[config.mk]
export PLATFORM = sky130hd
export DESIGN_NAME = lsq_issue_scheduler
export DESIGN_NICKNAME = d
export VERILOG_FILES = /design/src/rtl/lsq_issue_scheduler_pkg.sv /design/src/rtl/lsq_issue_scheduler_sat_counter.sv /design/src/rtl/lsq_issue_scheduler.sv
export SDC_FILE = /design/constraint.sdc
export NUM_CORES = 1
export LEC_CHECK = 0
export ABC_AREA = 1
export CAP_MARGIN = 15
export CELL_PAD_IN_SITES_DETAIL_PLACEMENT = 0
export CELL_PAD_IN_SITES_GLOBAL_PLACEMENT = 2
export CORE_AREA = 5 5 66 68
export CTS_CLUSTER_SIZE = 25
export DETAILED_ROUTE_END_ITERATION = 8
export DIE_AREA = 0 0 71 73
export HOLD_SLACK_MARGIN = 0.08
export PLACE_DENSITY = 0.75
export REMOVE_ABC_BUFFERS = 1
export SYNTH_ARGS = -nofsm -noshare
export SYNTH_HDL_FRONTEND = slang
export SYNTH_SLANG_ARGS = --single-unit
[constraint.sdc]
create_clock -name clk -period 2.3 [get_ports clk]
set_clock_uncertainty 0.1 [all_clocks]
set_input_delay 0.46 -clock clk [delete_from_list [all_inputs] [get_ports clk]]
set_output_delay 0.46 -clock clk [all_outputs]
set_load 0.01 [all_outputs]
[src/rtl/lsq_issue_scheduler_pkg.sv]
`default_nettype none
// ============================================================================
//  Module      : lsq_issue_scheduler_pkg
//  Description : Shared types for the load/store queue issue scheduler.
//                Provides the scheduler state enumeration.
//  Revision    : 1.0 - initial release
// ============================================================================
package lsq_issue_scheduler_pkg;

    // NORMAL   : load-priority arbitration with store anti-starvation
    // AMO_LOAD : waiting to issue the read half of an AMO pair
    // AMO_WAIT : read half issued; store waits for every load to return
    // DRAIN    : fence in progress, loads blocked until stores drain
    typedef enum logic [1:0] {
        NORMAL   = 2'd0,
        AMO_LOAD = 2'd1,
        AMO_WAIT = 2'd2,
        DRAIN    = 2'd3
    } lsq_sched_state_t;

endpackage
`default_nettype wire

[src/rtl/lsq_issue_scheduler_sat_counter.sv]
`default_nettype none
// ============================================================================
//  Module      : lsq_sat_counter
//  Description : Up/down counter saturating at 0 and at MAX_VALUE.
//                Simultaneous inc and dec leave the count unchanged; clr
//                has priority over both.
//  Ports       : clk, rst (sync, active-high), inc, dec, clr, count
//  Revision    : 1.0 - initial release
// ============================================================================
module lsq_sat_counter #(
    parameter int WIDTH     = 3,
    parameter int MAX_VALUE = 4
) (
    input  logic             clk,
    input  logic             rst,
    input  logic             inc,
    input  logic             dec,
    input  logic             clr,
    output logic [WIDTH-1:0] count
);

    localparam logic [WIDTH-1:0] C_MAX = WIDTH'(MAX_VALUE);
    localparam logic [WIDTH-1:0] C_ONE = WIDTH'(1);

    logic [WIDTH-1:0] r_count;

    always_ff @(posedge clk) begin
        if (rst || clr) begin
            r_count <= '0;
        end else if (inc && !dec && (r_count != C_MAX)) begin
            r_count <= r_count + C_ONE;
        end else if (dec && !inc && (r_count != '0)) begin
            r_count <= r_count - C_ONE;
        end
    end

    assign count = r_count;

endmodule
`default_nettype wire

[src/rtl/lsq_issue_scheduler.sv]
`default_nettype none
// ============================================================================
//  Module      : lsq_issue_scheduler
//  Description : Chooses each cycle whether the load queue head or the store
//                queue head drives the shared sub-unit request path. Loads
//                win by default; a starvation counter forces a store after
//                STARVE_LIMIT consecutive loads. Sequences AMO load/store
//                pairs and drains stores for fences.
//  Ports       : clk, rst            - clock, sync active-high reset
//                lq_valid/lq_subunit  - load head request, lq_pop  - issued
//                sq_valid/sq_subunit  - store head request, sq_pop - issued
//                sq_has_paired_load   - store head is AMO write half
//                sq_empty             - store queue empty
//                unit_ready           - per sub-unit ready
//                unit_issue           - one-hot request strobe
//                issue_is_store       - strobe carries a store
//                load_rsp_valid       - one load response returned
//                fence_req/fence_done - drain request / completion pulse
//  Revision    : 1.0 - initial release
// ============================================================================
module lsq_issue_scheduler
    import lsq_issue_scheduler_pkg::*;
#(
    parameter int NUM_SUBUNITS    = 4,
    parameter int STARVE_LIMIT    = 4,
    parameter int MAX_OUTSTANDING = 4
) (
    input  logic                    clk,
    input  logic                    rst,
    input  logic                    lq_valid,
    input  logic [NUM_SUBUNITS-1:0] lq_subunit,
    output logic                    lq_pop,
    input  logic                    sq_valid,
    input  logic [NUM_SUBUNITS-1:0] sq_subunit,
    input  logic                    sq_has_paired_load,
    input  logic                    sq_empty,
    output logic                    sq_pop,
    input  logic [NUM_SUBUNITS-1:0] unit_ready,
    output logic [NUM_SUBUNITS-1:0] unit_issue,
    output logic                    issue_is_store,
    input  logic                    load_rsp_valid,
    input  logic                    fence_req,
    output logic                    fence_done
);

    localparam int C_OUT_W = $clog2(MAX_OUTSTANDING + 1);
    localparam int C_STV_W = $clog2(STARVE_LIMIT + 1);
    localparam logic [C_OUT_W-1:0] C_OUT_MAX = C_OUT_W'(MAX_OUTSTANDING);
    localparam logic [C_STV_W-1:0] C_STV_MAX = C_STV_W'(STARVE_LIMIT);

    lsq_sched_state_t r_state;
    lsq_sched_state_t w_next_state;

    logic [C_OUT_W-1:0] w_outstanding;
    logic [C_STV_W-1:0] w_starve;
    logic               w_ld_ok;
    logic               w_st_ok;
    logic               w_starved;
    logic               w_no_loads;
    logic               w_lq_issue;
    logic               w_sq_issue;
    logic               w_fence_done;

    assign w_ld_ok    = lq_valid && (|(lq_subunit & unit_ready)) && (w_outstanding < C_OUT_MAX);
    assign w_st_ok    = sq_valid && (|(sq_subunit & unit_ready));
    assign w_starved  = (w_starve == C_STV_MAX);
    assign w_no_loads = (w_outstanding == '0);

    always_ff @(posedge clk) begin
        if (rst) begin
            r_state <= NORMAL;
        end else begin
            r_state <= w_next_state;
        end
    end

    always_comb begin
        w_next_state = r_state;
        w_lq_issue   = 1'b0;
        w_sq_issue   = 1'b0;
        w_fence_done = 1'b0;
        case (r_state)
            NORMAL: begin
                // An AMO write half is held back so its read half goes first.
                if (w_st_ok && sq_has_paired_load) begin
                    w_next_state = AMO_LOAD;
                end else begin
                    if (w_st_ok && (!w_ld_ok || w_starved)) begin
                        w_sq_issue = 1'b1;
                    end else if (w_ld_ok) begin
                        w_lq_issue = 1'b1;
                    end
                    // A fence only takes effect on an otherwise idle cycle.
                    if (fence_req && !w_sq_issue && !w_lq_issue) begin
                        w_next_state = DRAIN;
                    end
                end
            end
            AMO_LOAD: begin
                if (w_ld_ok) begin
                    w_lq_issue   = 1'b1;
                    w_next_state = AMO_WAIT;
                end
            end
            AMO_WAIT: begin
                if (w_no_loads && w_st_ok) begin
                    w_sq_issue   = 1'b1;
                    w_next_state = NORMAL;
                end
            end
            DRAIN: begin
                w_sq_issue = w_st_ok;
                if (sq_empty && w_no_loads) begin
                    w_fence_done = 1'b1;
                    w_next_state = NORMAL;
                end
            end
            default: begin
                w_next_state = NORMAL;
            end
        endcase
        // Outputs are held quiet for the whole reset window.
        if (rst) begin
            w_lq_issue   = 1'b0;
            w_sq_issue   = 1'b0;
            w_fence_done = 1'b0;
        end
    end

    assign lq_pop         = w_lq_issue;
    assign sq_pop         = w_sq_issue;
    assign issue_is_store = w_sq_issue;
    assign fence_done     = w_fence_done;
    assign unit_issue     = w_lq_issue ? lq_subunit :
                            (w_sq_issue ? sq_subunit : '0);

    lsq_sat_counter #(
        .WIDTH     (C_OUT_W),
        .MAX_VALUE (MAX_OUTSTANDING)
    ) u_outstanding (
        .clk   (clk),
        .rst   (rst),
        .inc   (w_lq_issue),
        .dec   (load_rsp_valid),
        .clr   (1'b0),
        .count (w_outstanding)
    );

    // Counts loads that bypassed an issuable store; reset whenever the store
    // goes out or stops being issuable.
    lsq_sat_counter #(
        .WIDTH     (C_STV_W),
        .MAX_VALUE (STARVE_LIMIT)
    ) u_starve (
        .clk   (clk),
        .rst   (rst),
        .inc   (w_lq_issue && w_st_ok),
        .dec   (1'b0),
        .clr   (w_sq_issue || !w_st_ok),
        .count (w_starve)
    );

`ifndef SYNTHESIS
    a_single_pop: assert property (@(posedge clk) disable iff (rst)
        !(lq_pop && sq_pop));
    a_issue_onehot: assert property (@(posedge clk) disable iff (rst)
        $onehot0(unit_issue));
    a_no_underflow: assert property (@(posedge clk) disable iff (rst)
        !(load_rsp_valid && (w_outstanding == '0)));
`endif

endmodule
`default_nettype wire

==> impl_results.md, run 1 <==
* Mapped Area at between 700 and 800 um2
* Total track usage at a little under a tenth
* Combinational group share of total power at a little under two thirds
* Dpl cell area at roughly 0.0012 mm2
* First-pass GRT wire length at 3860 um
* Synth cell count leaders: 45 x nand2_1, 15 x inv_1, 8 x dfxtp_1
* Crit path time final at between 2000 and 2500 ps
* Slew @ Worst Pin at 387 ps
* Hold Buf Count CTS at 0
* Vias/cell at slightly above 4
* WL/cell at 10.2 um
* Setup crit end: unit_issue[1]
* Switching power at roughly 0.46 mW
* Met2 usage at roughly 18%
* TritonCTS clock tree: yes
* Worst r2r src: u_starve.count[0]$_SDFFE_PP0P_
* Total grt overflow at 0
* Via count of the first global-routing pass at around 960
* CP Launch Point: rst
* Max-Slew Margin vs Limit at about three quarters
* WS Path Type: primary input to output port
* Post-synth ARST share at 0%
* Internal at roughly 0.62 mW
* Final Hold Viols at 0
* Final setup fails at 0
* Reg2reg setup slack at approximately 250 ps
* Synthesized instance count at 120
* CORE AREA at 0.00380 mm2
* Max FO, Critical Path at 5
* Max_cap viols at 0
* Hold Path Class: flip-flop to flip-flop
* DRT iter0 DRCs at 9
* GR peak layer: met2
* Register area share after synthesis at between 20% and 30%
* Worst Path Required at 1740 ps
* Finished Cell Area at around 0.0013 mm2
* Root Driver: clkbuf_8
* Initial antenna violation count at 0
* Post-synthesis area per instance at roughly 6.4 um2
* Reg power frac at between 20% and 30%
* Post-DP HPWL at around 1900 um
* Buffers on Ports at 27
* R2R cell count at 12
* Die width at slightly above 70 um
* Setup WS post-layout at about 86 ps
* Clock latency on the worst-skew pair at between 200 and 250 ps
* Dpl ws at -607 ps
* Clock Tree Buf Depth at 2
* Routed WL at 2260 um
* Synth Register Bits at 8
* Grt met3 use at under 10%
* Synth top area share at roughly 22%
* Post-synth cell types at 26
* Leak at about 0.66 nW
* Maximum vdd ir drop at about 200 uV
* Final net count at 196
* Clock power frac at between 10% and 20%
* Clock sink count at 8
* Starting Density at 20.4%
* Net Sw Frac at a little over two fifths
* Hold depth at 2
* Post-synth EDFFs at 0
* Synth area leader: nand2_1
* GRT met1 Usage at a little under a tenth
* Synthesis-to-layout area growth at 71.0%
* Drt first pass iters at 4
* Most frequent cell after synthesis: nand2_1
* Routability cong. at around 0.79
* Top_reg_cell synth: dfxtp_1
* DIE AREA at approximately 0.0052 mm2
* Final ANT Viol Nets at 0
* Top post-synthesis cells by area: nand2_1 22%, dfxtp_1 21%, inv_1 7.3%, nand3_1 4.5%, nand3_4 4.5%
* CTS buffer count at 3
* Io pins at 28
* Fmax at 452 MHz
* Post-Route Setup TNS at 0 ps
* Critical Path Source Type: primary input
* Largest net degree at the start of global routing at 8
* Die Span Y at ~73 um
* PD cells at just over 800 mW/mm2
* Worst r2r dst: u_outstanding.count[2]$_SDFFE_PP0P_
* Share of layout cells above drive strength 1 at approximately 45%
* Arrival @ worst endpoint at around 1700 ps
* Clock-pin slew on the worst setup and hold paths at ~40 ps
* Total power at 1.08 mW
* Status: completed
* H-tree depth at 1
* Residual DRC at 0
* Via count at 899
* Fin. max-slew vios at 0
* Final Cycle Share at 96.3%
* Row Count at 23
* Synth warn at 0
* Antenna diodes at 0
* RSZ-0062 raised after global routing: true
* CP Capture Type: output port
## per-stage QoR
stage	hold WS (ps)	instances	util (%)
6_report	408	221	34.8
5_1_grt	465	221	34.8
4_1_cts	409	219	34.3
3_5_place_dp	399	213	32.3
3_3_place_gp	386	213	32.3
2_1_floorplan	356	119	-
## worst max-delay path: stages
cell and delay (ps):
clkdlybuf4s50_1 420, or2_4 260, nor2_8 120, nand3_4 90
inv_4 80, nand2_1 50, nand2_1 50, buf_2 120
## worst min-delay path by stage
stage / start / endpoint
final: u_starve.count[2]$_SDFFE_PP0P_ / u_starve.count[2]$_SDFFE_PP0P_
after global routing: u_starve.count[2]$_SDFFE_PP0P_ / u_starve.count[2]$_SDFFE_PP0P_
after CTS: u_starve.count[2]$_SDFFE_PP0P_ / u_starve.count[2]$_SDFFE_PP0P_
after detailed placement: u_starve.count[2]$_SDFFE_PP0P_ / u_starve.count[2]$_SDFFE_PP0P_
after global placement: u_starve.count[2]$_SDFFE_PP0P_ / u_starve.count[2]$_SDFFE_PP0P_
after floorplan: u_starve.count[1]$_SDFFE_PP0P_ / u_starve.count[1]$_SDFFE_PP0P_
## cells by family (layout without fill, tap and decap cells)
family | Yosys count | after routing | share of synthesized area (%)
compound gates | 11 | 11 | 7.61
fa+ha+maj | 3 | 3 | 5.82
buf+inv | 20 | 71 | 10.2
flops | 8 | 8 | 20.7
simple gates | 78 | 78 | 55.7
## repair_timing
item	4_1_cts	5_1_grt
buffers inserted	3	2
resized for setup	51	31
pin swaps	9	18
endpoints found under the setup margin	10	8
## registers in the layout, indices dropped and copies added, names as in the netlist
| register | cells |
|---|---|
| r_state | 2 |
| u_outstanding.count | 3 |
| u_starve.count | 3 |
## layer usage
metal  vias up  share of wire (%)
met1       393                 40
li1        475                  -
met4         0                1.5
met5         -                  0
met3         4                5.9
met2        27                 53
## area by class of cell
type	instances	area, um2
fill	439	2480
multi-input combinational	92	603
timing repair buffer	49	382
sequential	8	160
inverter	19	73.8
tap	50	62.6
clock buffer	3	41.3
## layout by cell type (no fill, tap or decap), drive strengths merged, types with 5 or more instances in the layout
cell type	count
inv	19
clkbuf	11
clkdlybuf4s50	5
nand3	10
nand2	51
dfxtp	8
a21oi	6
nor2	11
buf	26
dlygate4sd2	5
## power groups by stage
stage,clock network [mW],registers [mW],logic [mW]
finish,0.169,0.224,0.688
floorplan,0,0.216,0.376
global route,0.178,0.230,0.768
detailed placement,0,0.220,0.623
CTS,0.177,0.223,0.650
global placement,0,0.219,0.621
Note: power is estimated with default switching activity, not from simulation.
==> run 2: changes to the inputs <==
--- a/config.mk
+++ b/config.mk
@@ -13,7 +13,6 @@
 export CTS_CLUSTER_SIZE = 25
 export DETAILED_ROUTE_END_ITERATION = 8
 export DIE_AREA = 0 0 71 73
-export HOLD_SLACK_MARGIN = 0.08
 export PLACE_DENSITY = 0.75
 export REMOVE_ABC_BUFFERS = 1
 export SYNTH_ARGS = -nofsm -noshare
==> results of run 2 <==
The final DEF is identical to that of run 1; final timing and power are the same.
